[src/rtl/alu_seq_ctrl.sv]
// Hardwired sequencer for the 8-bit ALU system: fetches a 16-bit instruction in
// two byte cycles (T0/T1), decodes in T2 and finishes two-cycle ops in T3.
module alu_seq_ctrl (
  input  logic        Clock,
  input  logic        Reset,
  input  logic [15:0] IROut,
  input  logic        FlagZ,
  output logic [3:0]  T,
  output logic        Halted,
  output logic [2:0]  RF_OutASel,
  output logic [2:0]  RF_OutBSel,
  output logic [1:0]  RF_FunSel,
  output logic [3:0]  RF_RSel,
  output logic [3:0]  RF_TSel,
  output logic [3:0]  ALU_FunSel,
  output logic [1:0]  ARF_OutCSel,
  output logic [1:0]  ARF_OutDSel,
  output logic [1:0]  ARF_FunSel,
  output logic [3:0]  ARF_RegSel,
  output logic        IR_Enable,
  output logic        IR_LH,
  output logic [1:0]  IR_Funsel,
  output logic        Mem_CS,
  output logic        Mem_WR,
  output logic [1:0]  MuxASel,
  output logic [1:0]  MuxBSel,
  output logic        MuxCSel
);

  typedef enum logic [2:0] {
    S_T0   = 3'd0,
    S_T1   = 3'd1,
    S_T2   = 3'd2,
    S_T3   = 3'd3,
    S_HALT = 3'd4
  } state_t;

  localparam logic [3:0] OP_LDI = 4'h0;
  localparam logic [3:0] OP_MOV = 4'h1;
  localparam logic [3:0] OP_ADD = 4'h2;
  localparam logic [3:0] OP_AND = 4'h3;
  localparam logic [3:0] OP_INC = 4'h4;
  localparam logic [3:0] OP_DEC = 4'h5;
  localparam logic [3:0] OP_BRA = 4'h6;
  localparam logic [3:0] OP_BEQ = 4'h7;
  localparam logic [3:0] OP_HLT = 4'h8;

  localparam logic [1:0] FUN_DEC  = 2'b00;
  localparam logic [1:0] FUN_INC  = 2'b01;
  localparam logic [1:0] FUN_LOAD = 2'b10;

  localparam logic [3:0] ALU_PASS_A = 4'b0000;
  localparam logic [3:0] ALU_ADD    = 4'b0100;
  localparam logic [3:0] ALU_AND    = 4'b0111;

  localparam logic [1:0] MUX_ALU = 2'b00;
  localparam logic [1:0] MUX_IMM = 2'b10;

  localparam logic [3:0] REG_PC = 4'b1000;

  state_t      r_state;
  state_t      w_next;
  logic [3:0]  w_op;
  logic [1:0]  w_rd;
  logic [1:0]  w_rs;
  logic [3:0]  w_rd_onehot;
  logic        w_two_cycle;
  logic        w_unused_imm;

  assign w_op = IROut[15:12];
  assign w_rd = IROut[11:10];
  assign w_rs = IROut[9:8];

  // The immediate travels on the datapath via MuxA/MuxB, not through this block.
  assign w_unused_imm = ^IROut[7:0];

  always_comb begin
    w_rd_onehot = 4'b0000;
    case (w_rd)
      2'd0:    w_rd_onehot = 4'b1000;
      2'd1:    w_rd_onehot = 4'b0100;
      2'd2:    w_rd_onehot = 4'b0010;
      default: w_rd_onehot = 4'b0001;
    endcase
  end

  assign w_two_cycle = (w_op == OP_MOV) || (w_op == OP_ADD) || (w_op == OP_AND);

  always_ff @(posedge Clock) begin
    if (!Reset) begin
      r_state <= S_T0;
    end else begin
      r_state <= w_next;
    end
  end

  always_comb begin
    w_next = r_state;
    case (r_state)
      S_T0:    w_next = S_T1;
      S_T1:    w_next = S_T2;
      S_T2: begin
        if (w_op == OP_HLT) begin
          w_next = S_HALT;
        end else if (w_two_cycle) begin
          w_next = S_T3;
        end else begin
          w_next = S_T0;
        end
      end
      S_T3:    w_next = S_T0;
      S_HALT:  w_next = S_HALT;
      default: w_next = S_T0;
    endcase
  end

  // Every field starts idle; each state overrides only what it drives.
  always_comb begin
    T           = 4'b0000;
    Halted      = 1'b0;
    RF_OutASel  = 3'd0;
    RF_OutBSel  = 3'd0;
    RF_FunSel   = 2'b00;
    RF_RSel     = 4'b0000;
    RF_TSel     = 4'b0000;
    ALU_FunSel  = 4'b0000;
    ARF_OutCSel = 2'b00;
    ARF_OutDSel = 2'b00;
    ARF_FunSel  = 2'b00;
    ARF_RegSel  = 4'b0000;
    IR_Enable   = 1'b0;
    IR_LH       = 1'b0;
    IR_Funsel   = 2'b00;
    Mem_CS      = 1'b1;
    Mem_WR      = 1'b0;
    MuxASel     = 2'b00;
    MuxBSel     = 2'b00;
    MuxCSel     = 1'b0;

    if (!Reset) begin
      T = 4'b0001;
    end else begin
      case (r_state)
        S_T0, S_T1: begin
          T           = (r_state == S_T0) ? 4'b0001 : 4'b0010;
          Mem_CS      = 1'b0;
          Mem_WR      = 1'b0;
          ARF_OutDSel = 2'b00;
          IR_Enable   = 1'b1;
          IR_LH       = (r_state == S_T1);
          IR_Funsel   = FUN_LOAD;
          ARF_RegSel  = REG_PC;
          ARF_FunSel  = FUN_INC;
        end
        S_T2: begin
          T = 4'b0100;
          case (w_op)
            OP_LDI: begin
              MuxASel   = MUX_IMM;
              RF_FunSel = FUN_LOAD;
              RF_RSel   = w_rd_onehot;
            end
            OP_MOV: begin
              RF_OutASel = {1'b0, w_rs};
              MuxCSel    = 1'b0;
              ALU_FunSel = ALU_PASS_A;
            end
            OP_ADD, OP_AND: begin
              RF_OutASel = {1'b0, w_rd};
              RF_OutBSel = {1'b0, w_rs};
              ALU_FunSel = (w_op == OP_ADD) ? ALU_ADD : ALU_AND;
            end
            OP_INC, OP_DEC: begin
              RF_FunSel = (w_op == OP_INC) ? FUN_INC : FUN_DEC;
              RF_RSel   = w_rd_onehot;
            end
            OP_BRA, OP_BEQ: begin
              // BEQ with a clear zero flag falls through with no write at all.
              if ((w_op == OP_BRA) || FlagZ) begin
                MuxBSel    = MUX_IMM;
                ARF_FunSel = FUN_LOAD;
                ARF_RegSel = REG_PC;
              end
            end
            default: begin
            end
          endcase
        end
        S_T3: begin
          T = 4'b1000;
          if (w_two_cycle) begin
            MuxASel   = MUX_ALU;
            RF_FunSel = FUN_LOAD;
            RF_RSel   = w_rd_onehot;
          end
        end
        S_HALT: begin
          Halted = 1'b1;
        end
        default: begin
        end
      endcase
    end
  end

endmodule

[config.mk]
export PLATFORM = sky130hd
export DESIGN_NAME = alu_seq_ctrl
export DESIGN_NICKNAME = d
export VERILOG_FILES = /design/src/rtl/alu_seq_ctrl.sv
export SDC_FILE = /design/constraint.sdc
export NUM_CORES = 1
export LEC_CHECK = 0
export BUFFER_PORTS_ARGS = -buffer_cell sky130_fd_sc_hd__clkbuf_2
export CORE_MARGIN = 4
export CORE_UTILIZATION = 31
export CTS_CLUSTER_DIAMETER = 50
export DETAILED_ROUTE_END_ITERATION = 10
export GPL_ROUTABILITY_DRIVEN = 0
export PLACE_DENSITY = 0.76
export SKIP_CTS_REPAIR_TIMING = 1
export SLEW_MARGIN = 20
export SYNTH_ARGS = -nofsm -noshare
export SYNTH_HDL_FRONTEND = slang
export SYNTH_SLANG_ARGS = --single-unit
[constraint.sdc]
create_clock -name Clock -period 1.6 [get_ports Clock]
set_input_delay 0.24 -clock Clock [delete_from_list [all_inputs] [get_ports Clock]]
set_output_delay 0.24 -clock Clock [all_outputs]
set_load 0.005 [all_outputs]
==> flow_summary.ini <==
[setup_path]
cp_cell_sequence = and4b_1 > or4b_4 > a211oi_2 > buf_2
crit_slowest_cell = or4b_4
cp.arrival_ps = 1620
critPathMaxStageDelay_ps = 510
crit_type = reg -> out
cp-start-kind = flip-flop
crit_path_end_kind = primary output
cp_max_fo = 4
required_ps = 1360

[yosys]
synth_area_um2 = 608
synth_cell_types = 31
ys.warnings.count = 0
syn_area_per_cell_um2 = 7.15
synth_cells = 85
synth_seq_cells = 3
ys_seq_area_share_pct = 9.88

[route]
routedWlPerCell_um = 12.7
drt_drc_violations_left = 0
viasPerCell = 4.79
drtIter0Drc = 9
routed_wl_mm = 1.99
drt.antenna.violating_nets = 0
drt_first_pass_iters = 4
num_vias = 752

[sta]
min_period_over_period_pct = 116
hold_viol = 0
timing.fmax_ghz = 0.537
rsz0062_at_grt = true
timing.final.ws_setup_ps = -263
slew_viol_final = 0
skew_ps = 3.24
setup_violations = 18
hold_ws_ps = 446
min_period_ps = 1860

[power]
leakagePower_nw = 0.505
vdd_drop_max_mv = 0.264
cellPowerDensity_nw_per_um2 = 398
switchingPower_uw = 132
switching_share_pct = 34.4
power.internal_uw = 251
p_total_uw = 383
combPwrFrac_pct = 43.8
power_frac_clock_pct = 33.7
p_seq_share_pct = 22.4

[floorplanning]
dieArea_um2 = 2730
die_y_um = 52.3
io_pins = 65
die_w_um = 52.3
initial_core_util_pct = 34.1
fp.coreArea_um2 = 1780
rows = 15

[cells_and_area]
largest-register = r_state
nets = 152
regArea_um2 = 63.8
num-fill-cells = 171
multiInputGateArea_um2 = 509
num_antenna_cells = 0
final_core_util_pct = 53.9
largest_reg_flops = 3
area_growth_pct = 58.0
drive_gt1_share_pct = 57.6
layout_commonest_cell = clkbuf_2
final_cell_mix = clkbuf_2 (25), conb_1 (19), buf_4 (11)
reg.largest.list = r_state: 3 flops

[grt]
overflow = 0
grt_max_degree = 12
grt_pass1_vias = 639
grt_use_total_pct = 11.8
antenna_found_initial = 0
grt_pass1_wl_mm = 2.53

[clock_tree]
numCtsBuffers = 3
clock_latency_ps = 230
root_buffer = clkbuf_4
path_clk_slew_ps = 40
cts_sinks = 3
cts_max_level = 1
cts_tree = yes
cts_buffer_depth = 2

[place]
dpl.hpwl_mm = 1.39
pre_cts_ws_ps = -75.3
io_buffers = 37

[run]
cap_viol_max_count = 0

[status]
violations = negative setup slack
status = finished with violations

[hold_path]
hold_path.class = in -> reg
==> power by group through the flow <==
stage / logic, mW / clock network (mW) / registers [mW]
final: 0.168 / 0.129 / 0.0858
after global routing: 0.186 / 0.142 / 0.0865
after CTS: 0.134 / 0.133 / 0.0843
after detailed placement: 0.133 / 0 / 0.0853
after global placement: 0.129 / 0 / 0.0851
after floorplan: 0.107 / 0 / 0.0841
==> through the flow <==
stage,instance area (um2),setup TNS [ps],cells
after floorplan,679,0,103
after global placement,778,-48.3,148
after detailed placement,778,-138,148
after CTS,805,-2280,152
after global routing,961,-3170,157
final,961,-1780,157
==> worst max-delay path, delay by kind of cell, from the launching register on <==
family | cells | cell delay [ps]
flip-flops | 1 | 310
AND/OR/NAND/NOR | 2 | 750
buffers and inverters | 1 | 140
AO/OA/AOI/OAI | 1 | 200
==> layout make-up <==
class / instances / area share (%)
clock buffers: 4 / 2.73
inverters: 1 / 0.391
multi-input cells: 73 / 53.0
flip-flops and latches: 3 / 6.64
repair buffers: 51 / 34.0
well taps: 25 / 3.26
==> cells by family (layout without fill, tap and decap cells) <==
family	Yosys count	in the layout	synth area share, %
other	1	19	0.617
AND/OR/NAND/NOR	42	42	43.6
flip-flops	3	3	9.88
XOR/XNOR	1	1	1.44
AO/OA/AOI/OAI	11	11	13.4
buffers and inverters	27	56	31.1
==> synthesized netlist by cell type, drive strengths merged <==
master	n	area, um2
and4b	1	10.0
dfxtp	3	60.1
nand4bb	1	11.3
conb	1	3.75
and4	2	17.5
o31ai	2	15.0
nor2	8	30.0
a211oi	1	12.5
and3b	2	17.5
and3	5	31.3
inv	1	3.75
xnor2	1	8.76
or2b	1	7.51
a41oi	1	8.76
a22oi	2	15.0
nand2	2	7.51
a21oi	4	20.0
or4b	1	13.8
nor3b	1	7.51
clkbuf	3	11.3
buf	23	174
nor4	1	6.26
a41o	1	10.0
nand2b	5	31.3
nand4	1	6.26
and2	3	18.8
nor3	3	15.0
nor2b	3	18.8
or4	2	15.0
==> worst paths after layout <==
kind,startpoint,end,slack (ps),cells past startpoint
setup reg to reg,r_state[0]$_SDFF_PN0_,r_state[1]$_SDFF_PN0_,340,4
hold reg to reg,r_state[0]$_SDFF_PN0_,r_state[2]$_SDFF_PN0_,670,2
hold / removal,Reset,r_state[0]$_SDFF_PN0_,450,3
setup / recovery,r_state[2]$_SDFF_PN0_,RF_RSel[3],-260,4
==> routing by layer <==
layer	global-route usage [%]	up-vias	wire (um)
li1	-	352	-
met1	14.6	352	783
met2	19.8	46	1000
met3	1.99	2	188
met4	5.11	0	18
met5	0	-	0
Note: power is estimated with default switching activity, not from simulation.
